### config.mk
export PLATFORM = sky130hd
export DESIGN_NAME = pipelined_bk_adder
export DESIGN_NICKNAME = d
export VERILOG_FILES = /design/src/rtl/pipelined_bk_adder.sv
export SDC_FILE = /design/constraint.sdc
export NUM_CORES = 1
export LEC_CHECK = 0
export ABC_AREA = 0
export CAP_MARGIN = 20
export CORE_MARGIN = 2
export CORE_UTILIZATION = 50
export CTS_CLUSTER_SIZE = 14
export DETAILED_ROUTE_END_ITERATION = 6
export PLACE_DENSITY = 0.82
export SYNTH_ARGS = -nofsm -noshare
export SYNTH_HDL_FRONTEND = slang
export SYNTH_SLANG_ARGS = --single-unit
### constraint.sdc
create_clock -name clk -period 7.2 [get_ports clk]
set_input_delay 1.08 -clock clk [delete_from_list [all_inputs] [get_ports clk]]
set_output_delay 1.08 -clock clk [all_outputs]
set_load 0.01 [all_outputs]
### src/rtl/pipelined_bk_adder.sv
// rtl/pipelined_bk_adder.sv - Brent-Kung prefix adder/subtractor with valid/ready pipeline
module pipelined_bk_adder #(
    parameter int WIDTH      = 16,
    parameter bit SIGNED_OVF = 1'b1
) (
    input  logic             clk,
    input  logic             rst,
    input  logic             in_valid,
    output logic             in_ready,
    input  logic [WIDTH-1:0] a,
    input  logic [WIDTH-1:0] b,
    input  logic             cin,
    input  logic             sub,
    output logic             out_valid,
    input  logic             out_ready,
    output logic [WIDTH-1:0] sum,
    output logic             cout,
    output logic             ovf
);

    localparam int L = $clog2(WIDTH);

    // Index 0 is the (g,p) stage; index k holds the result of up-sweep level k.
    logic [L:0][WIDTH-1:0] g_q;
    logic [L:0][WIDTH-1:0] p_q;
    logic [L:0][WIDTH-1:0] pb_q;
    logic [L:0]            v_q;
    logic [L:0]            c0_q;
    logic [L:0]            sub_q;

    logic [L:1][WIDTH-1:0] ug;
    logic [L:1][WIDTH-1:0] up;
    logic [L:1][WIDTH-1:0] dg;

    logic             stall;
    logic [WIDTH-1:0] bb;
    logic             c0;
    logic [WIDTH-1:0] g_in;
    logic [WIDTH-1:0] p_in;
    logic             cw;
    logic             ovf_d;

    assign stall    = out_valid & ~out_ready;
    assign in_ready = ~stall;

    assign bb   = sub ? ~b : b;
    assign c0   = sub | cin;
    assign p_in = a ^ bb;
    // c0 is folded into bit 0 so every prefix G already includes the carry-in.
    assign g_in = (a & bb) | {{(WIDTH-1){1'b0}}, p_in[0] & c0};

    for (genvar k = 1; k <= L; k++) begin : g_up
        for (genvar i = 0; i < WIDTH; i++) begin : g_bit
            if (((i + 1) % (1 << k)) == 0) begin : g_op
                assign ug[k][i] = g_q[k-1][i] | (p_q[k-1][i] & g_q[k-1][i-(1<<(k-1))]);
                assign up[k][i] = p_q[k-1][i] & p_q[k-1][i-(1<<(k-1))];
            end else begin : g_pass
                assign ug[k][i] = g_q[k-1][i];
                assign up[k][i] = p_q[k-1][i];
            end
        end
    end

    assign dg[L] = g_q[L];
    // Down-sweep fills the prefixes the up-sweep skipped; P of the right operand is final after up-sweep.
    for (genvar l = 1; l < L; l++) begin : g_down
        for (genvar i = 0; i < WIDTH; i++) begin : g_bit
            if ((i >= (1 << l) + (1 << (l - 1)) - 1) && (((i + 1 + (1 << (l - 1))) % (1 << l)) == 0)) begin : g_op
                assign dg[l][i] = dg[l+1][i] | (p_q[L][i] & dg[l+1][i-(1<<(l-1))]);
            end else begin : g_pass
                assign dg[l][i] = dg[l+1][i];
            end
        end
    end

    assign cw    = dg[1][WIDTH-1];
    assign ovf_d = SIGNED_OVF ? (cw ^ dg[1][WIDTH-2]) : (sub_q[L] ? ~cw : cw);

    always_ff @(posedge clk) begin
        if (rst) begin
            v_q       <= '0;
            out_valid <= 1'b0;
            sum       <= '0;
            cout      <= 1'b0;
            ovf       <= 1'b0;
        end else if (!stall) begin
            v_q[0]   <= in_valid;
            g_q[0]   <= g_in;
            p_q[0]   <= p_in;
            pb_q[0]  <= p_in;
            c0_q[0]  <= c0;
            sub_q[0] <= sub;
            for (int k = 1; k <= L; k++) begin
                v_q[k]   <= v_q[k-1];
                g_q[k]   <= ug[k];
                p_q[k]   <= up[k];
                pb_q[k]  <= pb_q[k-1];
                c0_q[k]  <= c0_q[k-1];
                sub_q[k] <= sub_q[k-1];
            end
            out_valid <= v_q[L];
            sum       <= pb_q[L] ^ {dg[1][WIDTH-2:0], c0_q[L]};
            cout      <= cw;
            ovf       <= ovf_d;
        end
    end

endmodule

==> results of run 1 <==
path summary, 6_finish.rpt:
kind | slack (ps) | cells after the start | to | startpoint
min | 410 | 0 | pb_q[47] | pb_q[31]
max reg2reg | 4370 | 6 | p_q[31] | out_valid
min reg2reg | 410 | 0 | pb_q[47] | pb_q[31]
max | 3260 | 4 | in_ready | out_ready
registers in the layout (all words and copies together) (netlist names), 5 cells and up:
register  count
v_q           5
pb_q         49
dg           15
p_q          53
c0_q          5
g_q          64
sum          16
worst max-delay path, cell delays in order:
cell	delay, ps
clkdlybuf4s50_1	450
nor2b_4	440
inv_2	320
clkdlybuf4s50_1	560
layout by cell type (no fill, tap or decap):
cell,netlist,final
or2_1,1,1
clkdlybuf4s50_1,0,57
and2_1,11,11
buf_16,0,1
buf_4,0,1
a21o_1,20,20
clkbuf_1,1,3
bufinv_16,0,1
ha_1,23,23
a21oi_1,19,19
dfxtp_1,24,24
xor2_1,18,18
inv_2,1,1
clkbuf_16,0,21
edfxtp_1,187,187
clkbuf_8,0,2
nand2b_1,1,1
nor2_1,5,5
o21ai_1,2,2
a211oi_2,2,2
clkinv_2,0,4
clkbuf_4,0,2
nand3b_1,2,2
o21ai_0,6,6
clkinv_8,0,1
xnor2_1,2,2
nor2b_4,1,1
nand3_1,6,6
or3_1,6,6
inv_6,0,1
nand2_1,32,32
power groups by stage:
| stage | Clock [mW] | Sequential, mW | Combinational, mW |
|---|---|---|---|
| global route | 1.08 | 1.48 | 0.136 |
| global placement | 0 | 1.49 | 0.115 |
| finish | 1.01 | 1.47 | 0.121 |
| detailed placement | 0 | 1.50 | 0.120 |
| CTS | 1.03 | 1.47 | 0.122 |
| floorplan | 0 | 1.49 | 0.0597 |
area by class of cell:
class	instances	share of cell area (%)
clock buffers	28	6.674
clock inverters	6	0.7640
inverters	2	0.1442
multi-input cells	157	12.56
flip-flops and latches	211	70.23
well taps	184	2.652
repair buffers	59	6.977
synth_stat cells, types with 2 or more instances:
| cell | instances | area (um2) |
|---|---|---|
| o21ai_1 | 2 | 10.01 |
| buf_6 | 3 | 33.78 |
| a211oi_2 | 2 | 25.02 |
| edfxtp_1 | 187 | 5615 |
| nand3_1 | 6 | 30.03 |
| o21ai_0 | 6 | 30.03 |
| nand3b_1 | 2 | 15.01 |
| dfxtp_1 | 24 | 480.5 |
| a21oi_1 | 19 | 95.09 |
| buf_2 | 4 | 20.02 |
| and2_1 | 11 | 68.82 |
| nor2_1 | 5 | 18.77 |
| ha_1 | 23 | 287.8 |
| nand2_1 | 32 | 120.1 |
| or3_1 | 6 | 37.54 |
| xnor2_1 | 2 | 17.52 |
| xor2_1 | 18 | 157.7 |
| a21o_1 | 20 | 150.1 |
stage by stage:
step | utilization (%) | cell area (um2)
3_3_place_gp | 55.72 | 8006
3_5_place_dp | 55.72 | 8006
2_1_floorplan | - | 7251
4_1_cts | 60.21 | 8652
5_1_grt | 60.41 | 8680
6_report | 60.41 | 8680
routing by layer:
layer | wire (um) | GRT usage, % | part of all wire, %
met1 | 4030 | 15.48 | 43
met4 | 259 | 5.486 | 2.7
met2 | 4719 | 20.73 | 50
met5 | 0 | 0 | 0
met3 | 427 | 2.148 | 4.5
cell families (layout without fill, tap and decap cells):
group | count (synthesis) | after routing | synth area share [%]
AO/OA/AOI/OAI | 49 | 49 | 4.279
AND/OR/NAND/NOR | 65 | 65 | 4.366
buffers and inverters | 10 | 95 | 0.8972
XOR/XNOR | 20 | 20 | 2.416
adder cells (fa/ha/maj) | 23 | 23 | 3.969
flip-flops | 211 | 211 | 84.07
==> results.json, run 1 <==
{
  "multi_input_area_um2": 1090,
  "drv_cap": 0,
  "intPower_mw": 2.098,
  "fin_cells": 647,
  "grt_max_degree": 132,
  "powerDensity_nw_per_um2": 299.3,
  "hold_viol_final": 0,
  "power_mw": 2.598,
  "drt_iter0_markers": 229,
  "hpwlAfterDp_mm": 5.718,
  "synth_seq_cells": 211,
  "drc": 0,
  "dpl_worst_slack_ps": 2884,
  "worst_slew_pin_slew_ps": 919.7,
  "clk_latency_ps": 490,
  "post_cts_buffers": 0,
  "slew_viol_final": 0,
  "ir_drop_uv": 153.9,
  "core-area_um2": 14370,
  "cts-root-buf": "clkbuf_16",
  "ios": 58,
  "cts_tree": "built",
  "ys_seq_area_share_pct": 84.07,
  "synth_ff_type": "edfxtp_1",
  "hold_buffers": 0,
  "post-route-period-util_pct": 54.70,
  "clock_path_buffers": 3,
  "setup_slack_ps": 3262,
  "leakagePower_nw": 3.167,
  "antenna_cells": 0,
  "cp-start-kind": "primary input",
  "routed_wl_mm": 9.436,
  "clkPwrFrac_pct": 38.8,
  "arrival_ps": 2860,
  "wl_per_cell_um": 14.58,
  "post-place-cells": 612,
  "final.setup.tns_ps": 0,
  "grt_pass1_wl_mm": 15.27,
  "layout.nets": 512,
  "start_util_pct": 50.46,
  "die_h_um": 124.4,
  "cts_resized": 0,
  "yosysWarningCount": 0,
  "syn_area_um2": 7251,
  "criticalPathCategory": "primary input to output pin",
  "rows": 44,
  "fin_crit_ps": 3938,
  "clkSlewWorstSetupHoldPaths_ps": 60,
  "skew_ps": 17.87,
  "area_growth_pct": 19.71,
  "die_x_um": 124.4,
  "syn-num-nets": 439,
  "viasPerCell": 4.864,
  "share_comb_of_total_power_pct": 4.7,
  "synth_edf_count": 187,
  "gp_congestion": 0.7312,
  "setup_violations": 0,
  "fill_cells": 988,
  "hold_slack_ps": 407.5,
  "syn_avg_cell_area_um2": 19.18,
  "min_path_type": "register to register",
  "track_usage_pct": 12.21,
  "overflow": 0,
  "p_switching_mw": 0.4997,
  "clkSinkCount": 211,
  "cts-htree-levels": 1,
  "die_area_um2": 15480,
  "outcome": "finished clean",
  "ys_types": 24,
  "seqPwrFrac_pct": 56.5,
  "async_flop_share_pct": 0,
  "worstSetupEndpointType": "output pin",
  "worst_ep_required_time_ps": 6120,
  "final-seq-area_um2": 6096,
  "antenna_found_initial": 0,
  "drive_gt1_share_pct": 8.207,
  "vias": 3147,
  "swShare_pct": 19.24,
  "grt_pass1_vias": 3159,
  "drt-pass1-iter-count": 4,
  "antenna_left": 0,
  "slew_headroom_pct": 38.49,
  "rsz0062_at_grt": "false",
  "cts_buffers": 20,
  "synthCells": 378,
  "max_freq_mhz": 253.9,
  "path_max_fanout": 25,
  "port_buffers": 57
}
(Power assumes the default switching activity.)
==> run 2, diff against run 1 <==
clock period = 4.05 ns   (was 7.2 ns; I/O delays follow)
==> results.json, run 2 (synthesis gave the netlist of run 1 again) <==
{
  "final_core_util_pct": 60.04,
  "clkSlewWorstSetupHoldPaths_ps": 60,
  "viasPerCell": 4.952,
  "leakagePower_nw": 3.129,
  "drive_gt1_share_pct": 6.926,
  "drc": 0,
  "hold_depth": 0,
  "rsz0062_at_grt": "false",
  "whs_endpoint": "pb_q[63]",
  "ir_drop_uv": 279.0,
  "core-area_um2": 14370,
  "powerDensity_nw_per_um2": 517.5,
  "fin_cells": 646,
  "start_util_pct": 50.46,
  "die_x_um": 124.4,
  "max_freq_mhz": 349.0,
  "route.met3.wl_um": 479,
  "post-route-period-util_pct": 70.74,
  "setup_violations": 0,
  "layout.nets": 514,
  "hpwlAfterDp_mm": 6.103,
  "grt_pass1_vias": 3196,
  "clock_path_buffers": 3,
  "hold_buffers": 0,
  "grt_max_degree": 107,
  "worst_r2r_startpoint": "out_valid",
  "dpl_worst_slack_ps": 894.0,
  "power_mw": 4.464,
  "slew_viol_final": 0,
  "area_growth_pct": 18.98,
  "drt_iter0_markers": 225,
  "slowest_delay_ps": 540,
  "dr_wl_met2_mm": 4.920,
  "port_buffers": 57,
  "min-delay-start": "pb_q[47]",
  "drt-pass1-iter-count": 4,
  "crit_top_cell": "clkdlybuf4s50_1",
  "worst_ep_required_time_ps": 3440,
  "routed_wl_mm": 9.622,
  "antenna_cells": 0,
  "vias": 3199,
  "cp-start-kind": "primary input",
  "hold_viol_final": 0,
  "final_cell_mix": "edfxtp_1 (187), clkdlybuf4s50_1 (57), nand2_1 (32)",
  "cts_buffers": 21,
  "antenna_left": 0,
  "largest_reg_flops": 64,
  "antenna_found_initial": 0,
  "track_usage_pct": 12.32,
  "post-place-cells": 614,
  "cts-htree-levels": 1,
  "drv_cap": 0,
  "final_common_cell": "edfxtp_1",
  "reg2reg_setup_slack_ps": 1600,
  "arrival_ps": 2260,
  "fin_crit_ps": 2865,
  "grt_pass1_wl_mm": 15.51,
  "reg.largest.list": "g_q: 64 flops, p_q: 53 flops, pb_q: 49 flops",
  "path_max_fanout": 25,
  "rows": 44,
  "wl_per_cell_um": 14.89,
  "cts_tree": "built",
  "die_area_um2": 15480,
  "ios": 58,
  "met1_length_mm": 4.080,
  "clk_latency_ps": 480,
  "cts-root-buf": "clkbuf_16",
  "min_path_type": "register to register",
  "outcome": "finished clean",
  "setup_slack_ps": 1185,
  "cp_top_family": "buffers and inverters",
  "top_layer_used": "met4",
  "r2r_end": "g_q[11]",
  "cts_resized": 0,
  "gp_congestion": 0.7718,
  "worstSetupEndpointType": "output pin",
  "top_register": "g_q",
  "critPathSlowestCell": "clkdlybuf4s50_1",
  "worstRegToRegCells": 5,
  "die_h_um": 124.4,
  "slew_headroom_pct": 36.77,
  "post_cts_buffers": 0,
  "criticalPathCategory": "primary input to output pin",
  "hold_slack_ps": 417.0,
  "clkSinkCount": 211,
  "path_cells": "clkdlybuf4s50_1 > nor2b_4 > inv_4 > clkdlybuf4s50_1",
  "worst_slew_pin_slew_ps": 945.6,
  "skew_ps": 12.44,
  "overflow": 0,
  "cp_num_buf_inv": 3
}
==> run 2: cell types whose count changed in the layout (fill, tap and decap cells not counted), sizes merged <==
cell and delta:
buf +1, bufinv -1, clkbuf -4, clkinv +2, clkinvlp +2, inv -1
==> run 2: worst reg2reg max path: cells and delay by family (launching register included) <==
kind                   cells  cell delay [ps]
buffers and inverters      3             1160
flip-flops                 1              320
AND/OR/NAND/NOR            2              610
==> run 2: final cells by class <==
cell class                      count  area (um2)
Clock buffer                       24       536.8
Clock inverter                      8       35.03
Fill cell                         995        5742
Inverter                            2       13.76
Multi-Input combinational cell    157        1097
Sequential cell                   211        6096
Tap cell                          184       230.2
Timing Repair Buffer               60       618.1
==> run 2: worst max-delay path by stage <==
stage | cells after the start | slack, ps | from | endpoint
finish | 4 | 1190 | out_ready | in_ready
global route | 4 | 1090 | out_ready | in_ready
CTS | 4 | 1180 | out_ready | in_ready
detailed placement | 6 | 890 | out_ready | pb_q[4]
global placement | 6 | 980 | out_ready | pb_q[5]
floorplan | 4 | -20 | out_ready | c0_q[0]
==> run 2: metrics by stage <==
step / TNS [ps] / area [um2]
after floorplan: -4251 / 7264
after global placement: 0 / 8055
after detailed placement: 0 / 8055
after CTS: 0 / 8627
after global routing: 0 / 8627
final: 0 / 8627
==> run 2: routing by layer <==
layer,up-vias,track usage (%)
met4,0,3.701
li1,1569,-
met5,-,0
met3,18,2.405
met1,1536,15.81
met2,76,21.41
==> run 2: power by group <==
group,switching (mW),internal [mW],total (mW)
logic,0.106,0.112,0.219
clock network,0.697,0.934,1.63
registers,0.0592,2.56,2.61
